===== src/rtl/trap_controller_pkg.sv =====
// Shared types for the machine-mode trap controller: FSM states,
// interrupt cause codes, mip bit positions and the trap vector helper.
package trap_controller_pkg;

    typedef enum logic [2:0] {
        ST_IDLE,
        ST_DRAIN,
        ST_TRAP,
        ST_MRET,
        ST_REDIR
    } trap_state_t;

    localparam logic [31:0] CAUSE_MEI = 32'h8000_000B;
    localparam logic [31:0] CAUSE_MSI = 32'h8000_0003;
    localparam logic [31:0] CAUSE_MTI = 32'h8000_0007;

    localparam int MIP_MEI = 11;
    localparam int MIP_MTI = 7;
    localparam int MIP_MSI = 3;

    // Interrupts jump to base+4*cause only in vectored mode;
    // exceptions always land on the base.
    function automatic logic [31:0] trap_target(
        input logic [31:0] tvec,
        input logic [31:0] cause,
        input logic        vec_en
    );
        logic [31:0] base;
        logic [31:0] tgt;
        base = {tvec[31:2], 2'b00};
        tgt  = base;
        if (vec_en && tvec[1:0] == 2'b01 && cause[31])
            tgt = base + {25'd0, cause[4:0], 2'b00};
        return tgt;
    endfunction

endpackage


===== src/rtl/trap_controller_if.sv =====
// Pipeline/CSR side bundle of the trap controller.
// master: pipeline control + csr; slave: trap_controller.
interface trap_controller_if;
    logic        irq_ext;
    logic        irq_timer;
    logic        irq_sw;
    logic        exc_valid;
    logic [31:0] exc_cause;
    logic [31:0] exc_pc;
    logic        mret_valid;
    logic [31:0] commit_pc;
    logic        pipe_idle;
    logic        csr_mie;
    logic [31:0] mie_bits;
    logic [31:0] mtvec;
    logic [31:0] mepc;
    logic [31:0] mip_out;
    logic        flush;
    logic        csr_exception;
    logic [31:0] csr_exception_cause;
    logic [31:0] csr_exception_pc;
    logic        csr_mret;
    logic        redirect_valid;
    logic [31:0] redirect_pc;

    modport master (
        output irq_ext, irq_timer, irq_sw,
        output exc_valid, exc_cause, exc_pc,
        output mret_valid, commit_pc, pipe_idle,
        output csr_mie, mie_bits, mtvec, mepc,
        input  mip_out, flush,
        input  csr_exception, csr_exception_cause,
        input  csr_exception_pc, csr_mret,
        input  redirect_valid, redirect_pc
    );

    modport slave (
        input  irq_ext, irq_timer, irq_sw,
        input  exc_valid, exc_cause, exc_pc,
        input  mret_valid, commit_pc, pipe_idle,
        input  csr_mie, mie_bits, mtvec, mepc,
        output mip_out, flush,
        output csr_exception, csr_exception_cause,
        output csr_exception_pc, csr_mret,
        output redirect_valid, redirect_pc
    );
endinterface


===== src/rtl/trap_controller_irq_sync.sv =====
// Synchroniser for one asynchronous level interrupt line.
// Ports: clk, nrst (async active-low), irq (async in), sync (out).
module trap_controller_irq_sync #(
    parameter int STAGES = 2
) (
    input  logic clk,
    input  logic nrst,
    input  logic irq,
    output logic sync
);
    logic [STAGES-1:0] chain;

    always_ff @(posedge clk or negedge nrst) begin
        if (!nrst)
            chain <= '0;
        else
            chain <= {chain[STAGES-2:0], irq};
    end

    assign sync = chain[STAGES-1];
endmodule


===== src/rtl/trap_controller.sv =====
// Machine-mode trap entry/exit sequencer: arbitrates, drains, strobes csr.
// Ports: clk, nrst (async active-low), bus (trap_controller_if.slave).
module trap_controller
    import trap_controller_pkg::*;
#(
    parameter int SYNC_STAGES = 2,
    parameter bit VECTORED_EN = 1'b1
) (
    input logic               clk,
    input logic               nrst,
    trap_controller_if.slave  bus
);
    logic        s_ext, s_tmr, s_sw;
    logic [31:0] mip;
    logic        irq_take;
    logic [31:0] irq_cause;

    trap_state_t state;
    logic        is_mret;
    logic [31:0] lat_cause, lat_epc;
    logic        flush_q, exc_q, mret_q, rv_q;
    logic [31:0] cause_q, pc_q, rpc_q;

    trap_controller_irq_sync #(.STAGES(SYNC_STAGES)) u_ext (
        .clk(clk), .nrst(nrst), .irq(bus.irq_ext), .sync(s_ext));
    trap_controller_irq_sync #(.STAGES(SYNC_STAGES)) u_tmr (
        .clk(clk), .nrst(nrst), .irq(bus.irq_timer), .sync(s_tmr));
    trap_controller_irq_sync #(.STAGES(SYNC_STAGES)) u_sw (
        .clk(clk), .nrst(nrst), .irq(bus.irq_sw), .sync(s_sw));

    always_comb begin
        mip          = '0;
        mip[MIP_MEI] = s_ext;
        mip[MIP_MTI] = s_tmr;
        mip[MIP_MSI] = s_sw;
    end

    assign irq_take = bus.csr_mie & |(mip & bus.mie_bits);

    // Highest-priority pending and enabled source.
    always_comb begin
        irq_cause = CAUSE_MTI;
        if (mip[MIP_MEI] & bus.mie_bits[MIP_MEI])
            irq_cause = CAUSE_MEI;
        else if (mip[MIP_MSI] & bus.mie_bits[MIP_MSI])
            irq_cause = CAUSE_MSI;
    end

    always_ff @(posedge clk or negedge nrst) begin
        if (!nrst) begin
            state     <= ST_IDLE;
            is_mret   <= 1'b0;
            lat_cause <= '0;
            lat_epc   <= '0;
            flush_q   <= 1'b0;
            exc_q     <= 1'b0;
            mret_q    <= 1'b0;
            rv_q      <= 1'b0;
            cause_q   <= '0;
            pc_q      <= '0;
            rpc_q     <= '0;
        end else begin
            unique case (state)
                ST_IDLE: begin
                    if (bus.exc_valid) begin
                        is_mret   <= 1'b0;
                        lat_cause <= bus.exc_cause;
                        lat_epc   <= bus.exc_pc;
                        flush_q   <= 1'b1;
                        state     <= ST_DRAIN;
                    end else if (bus.mret_valid) begin
                        is_mret   <= 1'b1;
                        lat_cause <= '0;
                        lat_epc   <= '0;
                        flush_q   <= 1'b1;
                        state     <= ST_DRAIN;
                    end else if (irq_take) begin
                        is_mret   <= 1'b0;
                        lat_cause <= irq_cause;
                        lat_epc   <= bus.commit_pc;
                        flush_q   <= 1'b1;
                        state     <= ST_DRAIN;
                    end
                end
                ST_DRAIN: begin
                    if (bus.pipe_idle) begin
                        if (is_mret) begin
                            mret_q <= 1'b1;
                            state  <= ST_MRET;
                        end else begin
                            exc_q   <= 1'b1;
                            cause_q <= lat_cause;
                            pc_q    <= lat_epc;
                            state   <= ST_TRAP;
                        end
                    end
                end
                ST_TRAP, ST_MRET: begin
                    flush_q <= 1'b0;
                    exc_q   <= 1'b0;
                    mret_q  <= 1'b0;
                    cause_q <= '0;
                    pc_q    <= '0;
                    rv_q    <= 1'b1;
                    rpc_q   <= is_mret ? bus.mepc
                             : trap_target(bus.mtvec, lat_cause,
                                           VECTORED_EN);
                    state   <= ST_REDIR;
                end
                ST_REDIR: begin
                    rv_q  <= 1'b0;
                    rpc_q <= '0;
                    state <= ST_IDLE;
                end
                default: state <= ST_IDLE;
            endcase
        end
    end

    assign bus.mip_out             = mip;
    assign bus.flush               = flush_q;
    assign bus.csr_exception       = exc_q;
    assign bus.csr_exception_cause = cause_q;
    assign bus.csr_exception_pc    = pc_q;
    assign bus.csr_mret            = mret_q;
    assign bus.redirect_valid      = rv_q;
    assign bus.redirect_pc         = rpc_q;
endmodule


===== src/flat_wrapper.sv =====
// flat-port wrapper written by rule: the top's interface ports become plain ports
module trap_controller_flat import trap_controller_pkg::*;
#(
    parameter int SYNC_STAGES = 2,
    parameter bit VECTORED_EN = 1'b1
)
  (clk, nrst, bus_irq_ext, bus_irq_timer, bus_irq_sw, bus_exc_valid, bus_exc_cause, bus_exc_pc, bus_mret_valid, bus_commit_pc, bus_pipe_idle, bus_csr_mie, bus_mie_bits, bus_mtvec, bus_mepc, bus_mip_out, bus_flush, bus_csr_exception, bus_csr_exception_cause, bus_csr_exception_pc, bus_csr_mret, bus_redirect_valid, bus_redirect_pc);
  trap_controller_if bus_i ();
  input logic clk;
  input logic nrst;
  input wire logic [$bits(bus_i.irq_ext)-1:0] bus_irq_ext;
  input wire logic [$bits(bus_i.irq_timer)-1:0] bus_irq_timer;
  input wire logic [$bits(bus_i.irq_sw)-1:0] bus_irq_sw;
  input wire logic [$bits(bus_i.exc_valid)-1:0] bus_exc_valid;
  input wire logic [$bits(bus_i.exc_cause)-1:0] bus_exc_cause;
  input wire logic [$bits(bus_i.exc_pc)-1:0] bus_exc_pc;
  input wire logic [$bits(bus_i.mret_valid)-1:0] bus_mret_valid;
  input wire logic [$bits(bus_i.commit_pc)-1:0] bus_commit_pc;
  input wire logic [$bits(bus_i.pipe_idle)-1:0] bus_pipe_idle;
  input wire logic [$bits(bus_i.csr_mie)-1:0] bus_csr_mie;
  input wire logic [$bits(bus_i.mie_bits)-1:0] bus_mie_bits;
  input wire logic [$bits(bus_i.mtvec)-1:0] bus_mtvec;
  input wire logic [$bits(bus_i.mepc)-1:0] bus_mepc;
  output wire logic [$bits(bus_i.mip_out)-1:0] bus_mip_out;
  output wire logic [$bits(bus_i.flush)-1:0] bus_flush;
  output wire logic [$bits(bus_i.csr_exception)-1:0] bus_csr_exception;
  output wire logic [$bits(bus_i.csr_exception_cause)-1:0] bus_csr_exception_cause;
  output wire logic [$bits(bus_i.csr_exception_pc)-1:0] bus_csr_exception_pc;
  output wire logic [$bits(bus_i.csr_mret)-1:0] bus_csr_mret;
  output wire logic [$bits(bus_i.redirect_valid)-1:0] bus_redirect_valid;
  output wire logic [$bits(bus_i.redirect_pc)-1:0] bus_redirect_pc;
  assign bus_i.irq_ext = bus_irq_ext;
  assign bus_i.irq_timer = bus_irq_timer;
  assign bus_i.irq_sw = bus_irq_sw;
  assign bus_i.exc_valid = bus_exc_valid;
  assign bus_i.exc_cause = bus_exc_cause;
  assign bus_i.exc_pc = bus_exc_pc;
  assign bus_i.mret_valid = bus_mret_valid;
  assign bus_i.commit_pc = bus_commit_pc;
  assign bus_i.pipe_idle = bus_pipe_idle;
  assign bus_i.csr_mie = bus_csr_mie;
  assign bus_i.mie_bits = bus_mie_bits;
  assign bus_i.mtvec = bus_mtvec;
  assign bus_i.mepc = bus_mepc;
  assign bus_mip_out = bus_i.mip_out;
  assign bus_flush = bus_i.flush;
  assign bus_csr_exception = bus_i.csr_exception;
  assign bus_csr_exception_cause = bus_i.csr_exception_cause;
  assign bus_csr_exception_pc = bus_i.csr_exception_pc;
  assign bus_csr_mret = bus_i.csr_mret;
  assign bus_redirect_valid = bus_i.redirect_valid;
  assign bus_redirect_pc = bus_i.redirect_pc;
  trap_controller #(.SYNC_STAGES(SYNC_STAGES), .VECTORED_EN(VECTORED_EN)) u_core (.clk(clk), .nrst(nrst), .bus(bus_i));
endmodule

===== config.mk =====
export PLATFORM = sky130hd
export DESIGN_NAME = trap_controller_flat
export DESIGN_NICKNAME = d
export VERILOG_FILES = /design/src/rtl/trap_controller_pkg.sv /design/src/rtl/trap_controller_if.sv /design/src/rtl/trap_controller_irq_sync.sv /design/src/rtl/trap_controller.sv /design/src/flat_wrapper.sv
export SDC_FILE = /design/constraint.sdc
export NUM_CORES = 1
export LEC_CHECK = 0
export ABC_AREA = 1
export BUFFER_PORTS_ARGS = -buffer_cell sky130_fd_sc_hd__buf_2
export CORE_ASPECT_RATIO = 0.7
export CORE_UTILIZATION = 49
export CTS_CLUSTER_DIAMETER = 100
export DETAILED_ROUTE_END_ITERATION = 6
export GPL_ROUTABILITY_DRIVEN = 0
export PLACE_DENSITY_LB_ADDON = 0.05
export SYNTH_ARGS = -nofsm -noshare
export SYNTH_HDL_FRONTEND = slang
export SYNTH_SLANG_ARGS = --single-unit

===== constraint.sdc =====
create_clock -name clk -period 2.2 [get_ports clk]
set_clock_uncertainty 0.05 [all_clocks]
set_input_delay 0.11 -clock clk [delete_from_list [all_inputs] [get_ports clk]]
set_output_delay 0.11 -clock clk [all_outputs]
set_load 0.1 [all_outputs]

==> impl_metrics.yaml, run 1 <==
logic_synthesis:
  synth_area_per_cell_um2: 7.86
  async_flop_share_pct: 100
  ys_types: 39
  syn_inst: 1094
  synth_seq_cells: 174
  synth_edf_count: 0
  ys_warn_count: 0
  seq_area_frac_synth_pct: 50.7
  synthFlopType: "dfrtp_1"
  syn-cell-area_um2: 8590
pwr:
  power_density_nw_per_um2: 1720
  p_sw_uw: 12000
  pwr-share-clk_pct: 15.3
  combPwrFrac_pct: 59.1
  switching_share_pct: 58.5
  power_uw: 20500
  p_int_uw: 8480
  p_seq_share_pct: 25.7
  total_leakage_power_uw: 0.00639
  vdd_drop_max_v: 0.00136
global_routing:
  grt_pass1_vias: 7776
  overflow: 0
  grt_max_degree: 68
  grt_use_met2_pct: 40.7
  grt_usage_pct: 28.0
  antenna_found_initial: 3
  met1_usage_pct: 41.2
  use_met3_pct: 7.70
  gr-max-usage-layer: "met1"
  grt_pass1_wl_um: 39600
worst_setup_path:
  cp.required_ns: 2.47
  cp_max_fo: 7
  end_kind: "register"
  arrival_ns: 2.35
  critical_path_class: "reg2reg"
  startpoint_type: "register"
layout:
  nets: 1676
  drive_gt1_share_pct: 24.4
  regArea_um2: 4350
  final_cell_area_um2: 11900
  fin_util_pct: 69.4
  fill_cells: 1438
  area_growth_syn_to_layout_pct: 38.7
  multiInputGateArea_um2: 3360
  stdcell_count: 1715
placement:
  io_buffers: 274
  dp_cells: 1563
  place_area_um2: 10100
  place_hpwl_um: 16800
cts:
  cts_tree: "done"
  ctsLongestPathBuffers: 2
  cts_sinks: 174
  clk_latency_ns: 0.42
  ctsRootBufferMaster: "clkbuf_16"
  cts_made_buffers: 17
  htree_num_levels: 4
  path_clk_slew_ns: 0.07
route:
  drc: 0
  first_pass_iters: 5
  wl_per_cell_um: 14.4
  vias: 8311
  postRouteAntennaNets: 0
  vias_per_cell: 4.85
  drtIter0Drc: 605
  routed_wl_um: 24700
die:
  die-area_um2: 18100
  die_h_um: 113
  core_area_um2: 17200
  io_pins: 333
  rows: 40
  start_util_pct: 50.1
  die_w_um: 160
timing:
  max_freq_mhz: 481
  tightestPinTransition_ns: 0.931
  rsz0062_at_grt: "yes"
  slew_violations: 0
  finalSetupViolCount: 0
  hold_viol: 1
  min_period_ns: 2.08
  finalCritPeriodShare_pct: 94.5
  hold_slack_ns: -0.000695
  maxSlewHeadroom_pct: 37.9
status:
  outcome: "complete, but fails checks"
  violations: "negative hold slack"
job:
  drv_cap: 0
hold_path:
  hp-class: "in2reg"
-- cell usage after synthesis (6+ instances only) --
cell type / n / share of area [%]
nand2_1: 298 / 13
o21ai_1: 71 / 4.1
inv_1: 138 / 6.0
a21oi_1: 11 / 0.64
buf_6: 6 / 0.79
nor2_1: 72 / 3.1
nand3_1: 64 / 3.7
buf_2: 17 / 0.99
dfrtp_1: 174 / 51
clkbuf_1: 25 / 1.1
o211ai_1: 6 / 0.52
buf_4: 33 / 2.9
o21ai_0: 115 / 6.7
nand4_1: 9 / 0.66
-- kinds of logic (layout without fill, tap and decap cells) --
| group | after synthesis | count (layout) | share of synthesized area (%) |
|---|---|---|---|
| flops | 174 | 174 | 50.7 |
| simple gates | 467 | 468 | 22.5 |
| fa+ha+maj | 6 | 6 | 0.961 |
| other cells | 1 | 31 | 0.0436 |
| xor+xnor | 7 | 7 | 0.713 |
| buf+inv | 226 | 585 | 12.1 |
| compound gates | 213 | 213 | 13.0 |
-- registers in the layout, indices dropped and copies added (netlist names) --
signal and cells:
u_core.bus.csr_exception_cause 32, u_core.bus.csr_exception_pc 32, u_core.bus.redirect_pc 32, u_core.lat_cause 32, u_core.lat_epc 32, u_core.state 3, u_core.u_ext.chain 2, u_core.u_sw.chain 2
u_core.u_tmr.chain 2, u_core.bus.csr_exception 1, u_core.bus.csr_mret 1, u_core.bus.flush 1, u_core.bus.redirect_valid 1, u_core.is_mret 1
-- critical path, cell delays in order, from the launching register on --
cell	delay [ns]
dfrtp_1	0.41
ha_1	0.33
inv_1	0.05
nand2_1	0.11
nand3_1	0.12
nand2_2	0.15
nand4_1	0.14
buf_4	0.19
o21ai_0	0.14
nand3_1	0.14
nand2_1	0.11
nand2_1	0.06
-- per-layer routing --
layer | wire length [um] | part of all wire [%]
met1 | 11900 | 48
met2 | 10500 | 42
met3 | 2000 | 8.1
met4 | 295 | 1.2
met5 | 13 | 0.053
-- final cells by class --
class,count,area share [%]
flip-flops and latches,174,36.5
multi-input cells,723,28.2
repair buffers,411,23.2
clock buffers,18,3.69
well taps,231,2.43
clock inverters,14,1.45
diodes,2,0.0420
inverters,142,4.47
-- power by group through the flow --
| stage | Combinational [uW] | Sequential, uW | Clock, uW |
|---|---|---|---|
| 6_report | 12100 | 5260 | 3120 |
| 5_1_grt | 12800 | 5410 | 3330 |
| 4_1_cts | 12000 | 5240 | 3190 |
| 3_5_place_dp | 11800 | 5270 | 0 |
| 3_3_place_gp | 11700 | 5250 | 0 |
| 2_1_floorplan | 3310 | 11600 | 0 |
-- placed cells by master (no fill, tap or decap), drive strengths merged, types with 6 or more instances in the layout --
master       netlist  routed
nand2            300     300
buf               59     296
o21ai            188     188
dfrtp            174     174
inv              142     149
dlygate4sd3        0     115
nor2              77      78
nand3             65      65
conb               1      29
clkbuf            25      18
a21oi             12      12
nand4             10      10
or2                7       7
o211ai             6       6
-- per-stage QoR --
step | setup TNS [ns] | setup slack, ns | hold WS (ns)
2_1_floorplan | 0 | 0.280 | -0.236
3_3_place_gp | 0 | 0.0407 | 0.0256
3_5_place_dp | 0 | 0.0229 | 0.0223
4_1_cts | 0 | 0.00231 | 0.00248
5_1_grt | -0.0875 | -0.0512 | 0.0105
6_report | 0 | 0.121 | -0.000695
-- worst paths after layout --
check                      cells after the start                  start  slack [ns]                    endpoint
setup / recovery                              11    u_core.lat_cause[2]        0.12  u_core.bus.redirect_pc[23]
hold / removal                                 5           bus_mepc[24]     -0.0007  u_core.bus.redirect_pc[24]
setup reg to reg                              11    u_core.lat_cause[2]        0.12  u_core.bus.redirect_pc[23]
hold reg to reg                                0  u_core.u_tmr.chain[0]        0.30       u_core.u_tmr.chain[1]
max in group asynchronous                      3                   nrst        1.25        u_core.lat_cause[25]
min in group asynchronous                      2                   nrst        0.13  u_core.bus.redirect_pc[23]
-- timing repair --
item,in CTS,in global routing
hold buffers,115,0
setup buffers,0,2
hold endpoints to repair,175,0
gates resized for setup,0,15
endpoints found under the setup margin,0,67
Note: power is estimated with default switching activity, not from simulation.
==> run 2: changes to the inputs <==
==> constraint.sdc (replaced) <==
create_clock -name clk -period 2.1 [get_ports clk]
set_clock_uncertainty 0.05 [all_clocks]
set_input_delay 0.105 -clock clk [delete_from_list [all_inputs] [get_ports clk]]
set_output_delay 0.105 -clock clk [all_outputs]
set_load 0.1 [all_outputs]
==> impl_metrics.yaml, run 2 (same netlist as run 1, synthesis figures left out) <==
status:
  outcome: "complete, no violations"
global_routing:
  grt_pass1_wl_um: 39900
  grt_max_degree: 67
  antenna_found_initial: 1
  grt_pass1_vias: 7776
  overflow: 0
  grt_usage_pct: 28.3
die:
  die-area_um2: 18100
  core_area_um2: 17200
  die_w_um: 160
  rows: 40
  io_pins: 333
  die_h_um: 113
  start_util_pct: 50.1
timing:
  max_freq_mhz: 485
  maxSlewHeadroom_pct: 54.4
  finalSetupTns_ns: 0
  finalSetupViolCount: 0
  hold_viol: 0
  slew_violations: 0
  finalCritPeriodShare_pct: 98.2
  rsz0062_at_grt: "yes"
  hold_slack_ns: 0.00361
  tightestPinTransition_ns: 0.684
  min_period_ns: 2.06
worst_setup_path:
  worstSetupStartpoint: "bus_mtvec[2]"
  worst_path_max_delay_cell: "dlygate4sd3_1"
  end_kind: "register"
  arrival_ns: 2.37
  cp_max_fo: 6
  cp_num_buf_inv: 3
  path_cells: "dlygate4sd3_1, buf_2, ha_2, inv_2, fa_2, nand3b_1, nand2_2, nand2_2, nand2_4, nand2_4, or2_0, nand2_1, nor2_1, o21ai_1"
  reg2reg_from: "u_core.lat_cause[0]"
  startpoint_type: "input port"
  cp.required_ns: 2.40
  cpLargestDelayFamily: "simple AND/OR/NAND/NOR gates"
  slowest_delay_ns: 0.56
  critical_path_class: "in2reg"
placement:
  place_hpwl_um: 16500
  place_area_um2: 10100
  io_buffers: 274
hold_path:
  hp-start: "bus_commit_pc[23]"
  hp-class: "in2reg"
cts:
  htree_num_levels: 4
  clk_latency_ns: 0.43
  ctsLongestPathBuffers: 2
  cts_sinks: 174
  cts_made_buffers: 17
  path_clk_slew_ns: 0.07
  ctsRootBufferMaster: "clkbuf_16"
  cts_tree: "done"
layout:
  most-common-layout-cells: "nand2_1 (292), buf_2 (273), dfrtp_1 (174)"
  drive_gt1_share_pct: 24.7
  area_growth_syn_to_layout_pct: 39.4
  fill_cells: 1437
  final_common_cell: "nand2_1"
  final_cell_area_um2: 12000
  multiInputGateArea_um2: 3390
  nets: 1683
  regArea_um2: 4350
route:
  wl_per_cell_um: 14.7
  drc: 0
  first_pass_iters: 5
  postRouteAntennaNets: 0
  routed_wl_um: 25400
  vias_per_cell: 4.87
  vias: 8378
  drtIter0Drc: 715
pwr:
  switching_share_pct: 59.0
  total_leakage_power_uw: 0.00644
  vdd_drop_max_v: 0.00149
  combPwrFrac_pct: 59.5
  p_sw_uw: 12600
  p_int_uw: 8760
  power_density_nw_per_um2: 1780
  p_seq_share_pct: 25.8
  pwr-share-clk_pct: 14.7
job:
  drv_cap: 0
==> run 2: cell count changes in the layout (fill, tap and decap cells not counted), moves of 2 or more <==
cell / before / now
buf_4: 16 / 20
dlygate4sd3_1: 115 / 118
nand2_1: 294 / 292
nand2_4: 1 / 4
o21ai_0: 112 / 108
o21ai_1: 73 / 77
==> run 2: area by class of cell <==
cell class,count,share of cell area (%)
flip-flops and latches,174,36.3
inverters,142,4.45
clock buffers,18,3.58
repair buffers,418,23.6
multi-input cells,723,28.3
diodes,2,0.0418
well taps,231,2.41
clock inverters,14,1.26
==> run 2: repair_timing <==
item,in CTS,in global routing
buffers inserted,0,4
pin swaps,1,13
gates cloned,0,1
hold buffers,118,0
resized for setup,8,16
endpoints found under the setup margin,10,56
endpoints found under the hold margin,270,0
==> run 2: worst reg2reg max path, stage by stage, from the launching register on <==
cell,delay (ns)
dfrtp_1,0.36
ha_2,0.19
inv_2,0.04
fa_2,0.33
nand3b_1,0.17
nand2_2,0.09
nand2_2,0.08
nand2_4,0.13
nand2_4,0.07
or2_0,0.21
nand2_1,0.07
nor2_1,0.05
o21ai_1,0.15
==> run 2: path summary, 6_finish.rpt <==
path	slack [ns]	end	depth (start not counted)
max	0.04	u_core.bus.redirect_pc[12]	14
min	0.004	u_core.lat_epc[23]	5
max reg2reg	0.04	u_core.bus.redirect_pc[12]	12
min reg2reg	0.30	u_core.u_tmr.chain[1]	0
max in group asynchronous	1.24	u_core.bus.csr_exception_pc[18]	3
min in group asynchronous	0.09	u_core.bus.redirect_pc[30]	2
==> run 2: per-layer routing <==
layer,global-route usage [%],vias to the layer above,part of all wire (%)
li1,-,4155,-
met2,42.1,341,43
met5,0,-,0
met4,6.73,0,1.3
met1,40.8,3850,47
met3,8.14,32,8.3
==> run 2: through the flow <==
step	worst slack (ns)	cells	utilization [%]	total power, uW
global route	-0.0864	1720	69.8	22400
floorplan	0.180	1122	-	15600
detailed placement	-0.0567	1565	58.9	18000
finish	0.0376	1722	69.8	21400
CTS	0.0401	1715	69.3	21300
global placement	0.0144	1565	58.9	17800
==> run 2: power groups by stage <==
stage                     Sequential [uW]  Combinational [uW]  Clock, uW
after global routing                 5660               13400       3340
after detailed placement             5530               12400          0
after floorplan                     12100                3460          0
after global placement               5500               12300          0
final                                5510               12700       3140
after CTS                            5490               12600       3200
==> run 3: changes to the inputs <==
--- a/config.mk
+++ b/config.mk
@@ -7,8 +7,10 @@
 export LEC_CHECK = 0
 export ABC_AREA = 1
 export BUFFER_PORTS_ARGS = -buffer_cell sky130_fd_sc_hd__buf_2
+export CELL_PAD_IN_SITES_DETAIL_PLACEMENT = 1
+export CELL_PAD_IN_SITES_GLOBAL_PLACEMENT = 2
 export CORE_ASPECT_RATIO = 0.7
-export CORE_UTILIZATION = 49
+export CORE_UTILIZATION = 27
 export CTS_CLUSTER_DIAMETER = 100
 export DETAILED_ROUTE_END_ITERATION = 6
 export GPL_ROUTABILITY_DRIVEN = 0
==> impl_metrics.yaml, run 3 (same netlist as run 1, synthesis figures left out) <==
placement:
  place_hpwl_um: 23700
  io_buffers: 274
  place_ws_ns: -0.130
  place_area_um2: 10500
route:
  vias_per_cell: 4.43
  routed_wl_um: 32700
  postRouteAntennaNets: 0
  drtIter0Drc: 464
  first_pass_iters: 5
  wl_per_cell_um: 17.0
  drc: 0
  vias: 8516
global_routing:
  grt_use_met2_pct: 29.1
  grt_pass1_wl_um: 49700
  gr-max-usage-layer: "met1"
  grt_usage_pct: 20.3
  use_met3_pct: 4.16
  met1_usage_pct: 30.2
  grt_pass1_vias: 8466
  grt_max_degree: 71
  overflow: 0
  antenna_found_initial: 1
die:
  die_w_um: 215
  start_util_pct: 27.5
  die_h_um: 151
  core_area_um2: 31200
  rows: 54
  io_pins: 333
  die-area_um2: 32600
hold_path:
  hp-class: "in2reg"
  hp-start: "bus_exc_pc[31]"
  holdPathEnd: "u_core.lat_epc[31]"
  whs_path_depth: 5
layout:
  regArea_um2: 4350
  final_common_cell: "nand2_1"
  multiInputGateArea_um2: 3430
  area_growth_syn_to_layout_pct: 44.2
  drive_gt1_share_pct: 25.4
  nets: 1696
  most-common-layout-cells: "nand2_1 (291), buf_2 (273), dfrtp_1 (174)"
  n_antenna_cell: 0
  final_cell_area_um2: 12400
  fill_cells: 3893
worst_setup_path:
  reg2reg_from: "u_core.lat_cause[0]"
  startpoint_type: "register"
  r2r_cells: 12
  end_kind: "register"
  cp.required_ns: 2.38
  arrival_ns: 2.32
  critical_path_class: "reg2reg"
  cp_max_fo: 6
  r2r_setup_slack_ns: 0.06
  r2r-end: "u_core.bus.redirect_pc[8]"
pwr:
  p_seq_share_pct: 25.2
  pwr-share-clk_pct: 14.7
  p_sw_uw: 13000
  p_int_uw: 8990
  switching_share_pct: 59.0
  vdd_drop_max_v: 0.000912
  total_leakage_power_uw: 0.00652
  combPwrFrac_pct: 60.1
  power_density_nw_per_um2: 1770
timing:
  maxSlewHeadroom_pct: 48.4
  setup_ws_ns: 0.0629
  finalSetupViolCount: 0
  finalCritPeriodShare_pct: 97.0
  rsz0062_at_grt: "yes"
  hold_viol: 0
  tightestPinTransition_ns: 0.774
  hold_slack_ns: 0.00650
  max_freq_mhz: 491
  slew_violations: 0
  min_period_ns: 2.04
cts:
  cts_sinks: 174
  ctsRootBufferMaster: "clkbuf_16"
  htree_num_levels: 4
  clk_latency_ns: 0.45
  path_clk_slew_ns: 0.07
  ctsLongestPathBuffers: 2
  cts_made_buffers: 17
  cts_tree: "done"
status:
  outcome: "complete, no violations"
job:
  drv_cap: 0
[run 3: area by class of cell]
class	instances	area share [%]
clock buffer	19	3.57
timing repair buffer	432	24.0
multi-input combinational	722	27.7
inverter	142	4.30
sequential	174	35.1
tap	420	4.24
clock inverter	12	1.12
[run 3: worst max-delay path by stage]
stage                                 end  slack [ns]                 from
6_report        u_core.bus.redirect_pc[8]        0.06  u_core.lat_cause[0]
5_1_grt        u_core.bus.redirect_pc[24]       -0.07  u_core.lat_cause[0]
4_1_cts         u_core.bus.redirect_pc[8]        0.01  u_core.lat_cause[0]
3_5_place_dp    u_core.bus.redirect_pc[8]       -0.13  u_core.lat_cause[0]
3_3_place_gp   u_core.bus.redirect_pc[22]       -0.09  u_core.lat_cause[0]
2_1_floorplan  u_core.bus.redirect_pc[12]        0.18  u_core.lat_cause[0]
[run 3: layer usage]
layer / up-vias / part of all wire, %
met4: 0 / 1.3
met5: - / 0
met1: 4131 / 52
li1: 4177 / -
met3: 25 / 4.8
met2: 183 / 42
[run 3: worst max-delay path, stage by stage (launching register included)]
cell	delay [ns]
dfrtp_1	0.40
ha_4	0.16
inv_2	0.04
fa_2	0.34
nand3b_1	0.18
nand2_2	0.11
nand2_4	0.09
nand2_8	0.11
buf_6	0.10
xor2_1	0.14
nand2_1	0.08
o211ai_1	0.08
nand2_1	0.07
[run 3: what timing repair did]
| item | CTS | global route |
|---|---|---|
| resized for setup | 10 | 22 |
| gates cloned | 0 | 0 |
| setup buffers | 0 | 1 |
| pin swaps | 4 | 14 |
| endpoints found under the setup margin | 14 | 22 |
| hold endpoints to repair | 152 | 0 |
| hold buffers | 120 | 0 |
[run 3: metrics by stage]
stage | util (%) | total power (uW) | cells | setup TNS, ns
after CTS | 39.4 | 22200 | 1920 | 0
after detailed placement | 33.6 | 18600 | 1769 | -1.06
after global routing | 39.7 | 23200 | 1921 | -0.381
after global placement | 33.6 | 18500 | 1769 | -0.491
final | 39.7 | 22000 | 1921 | 0
after floorplan | - | 15600 | 1122 | 0
[run 3: power by group through the flow]
stage / logic, uW / clock network (uW) / registers, uW
3_5_place_dp: 13000 / 0 / 5580
2_1_floorplan: 3460 / 0 / 12100
3_3_place_gp: 13000 / 0 / 5530
6_report: 13200 / 3230 / 5540
4_1_cts: 13300 / 3350 / 5540
5_1_grt: 14000 / 3480 / 5730
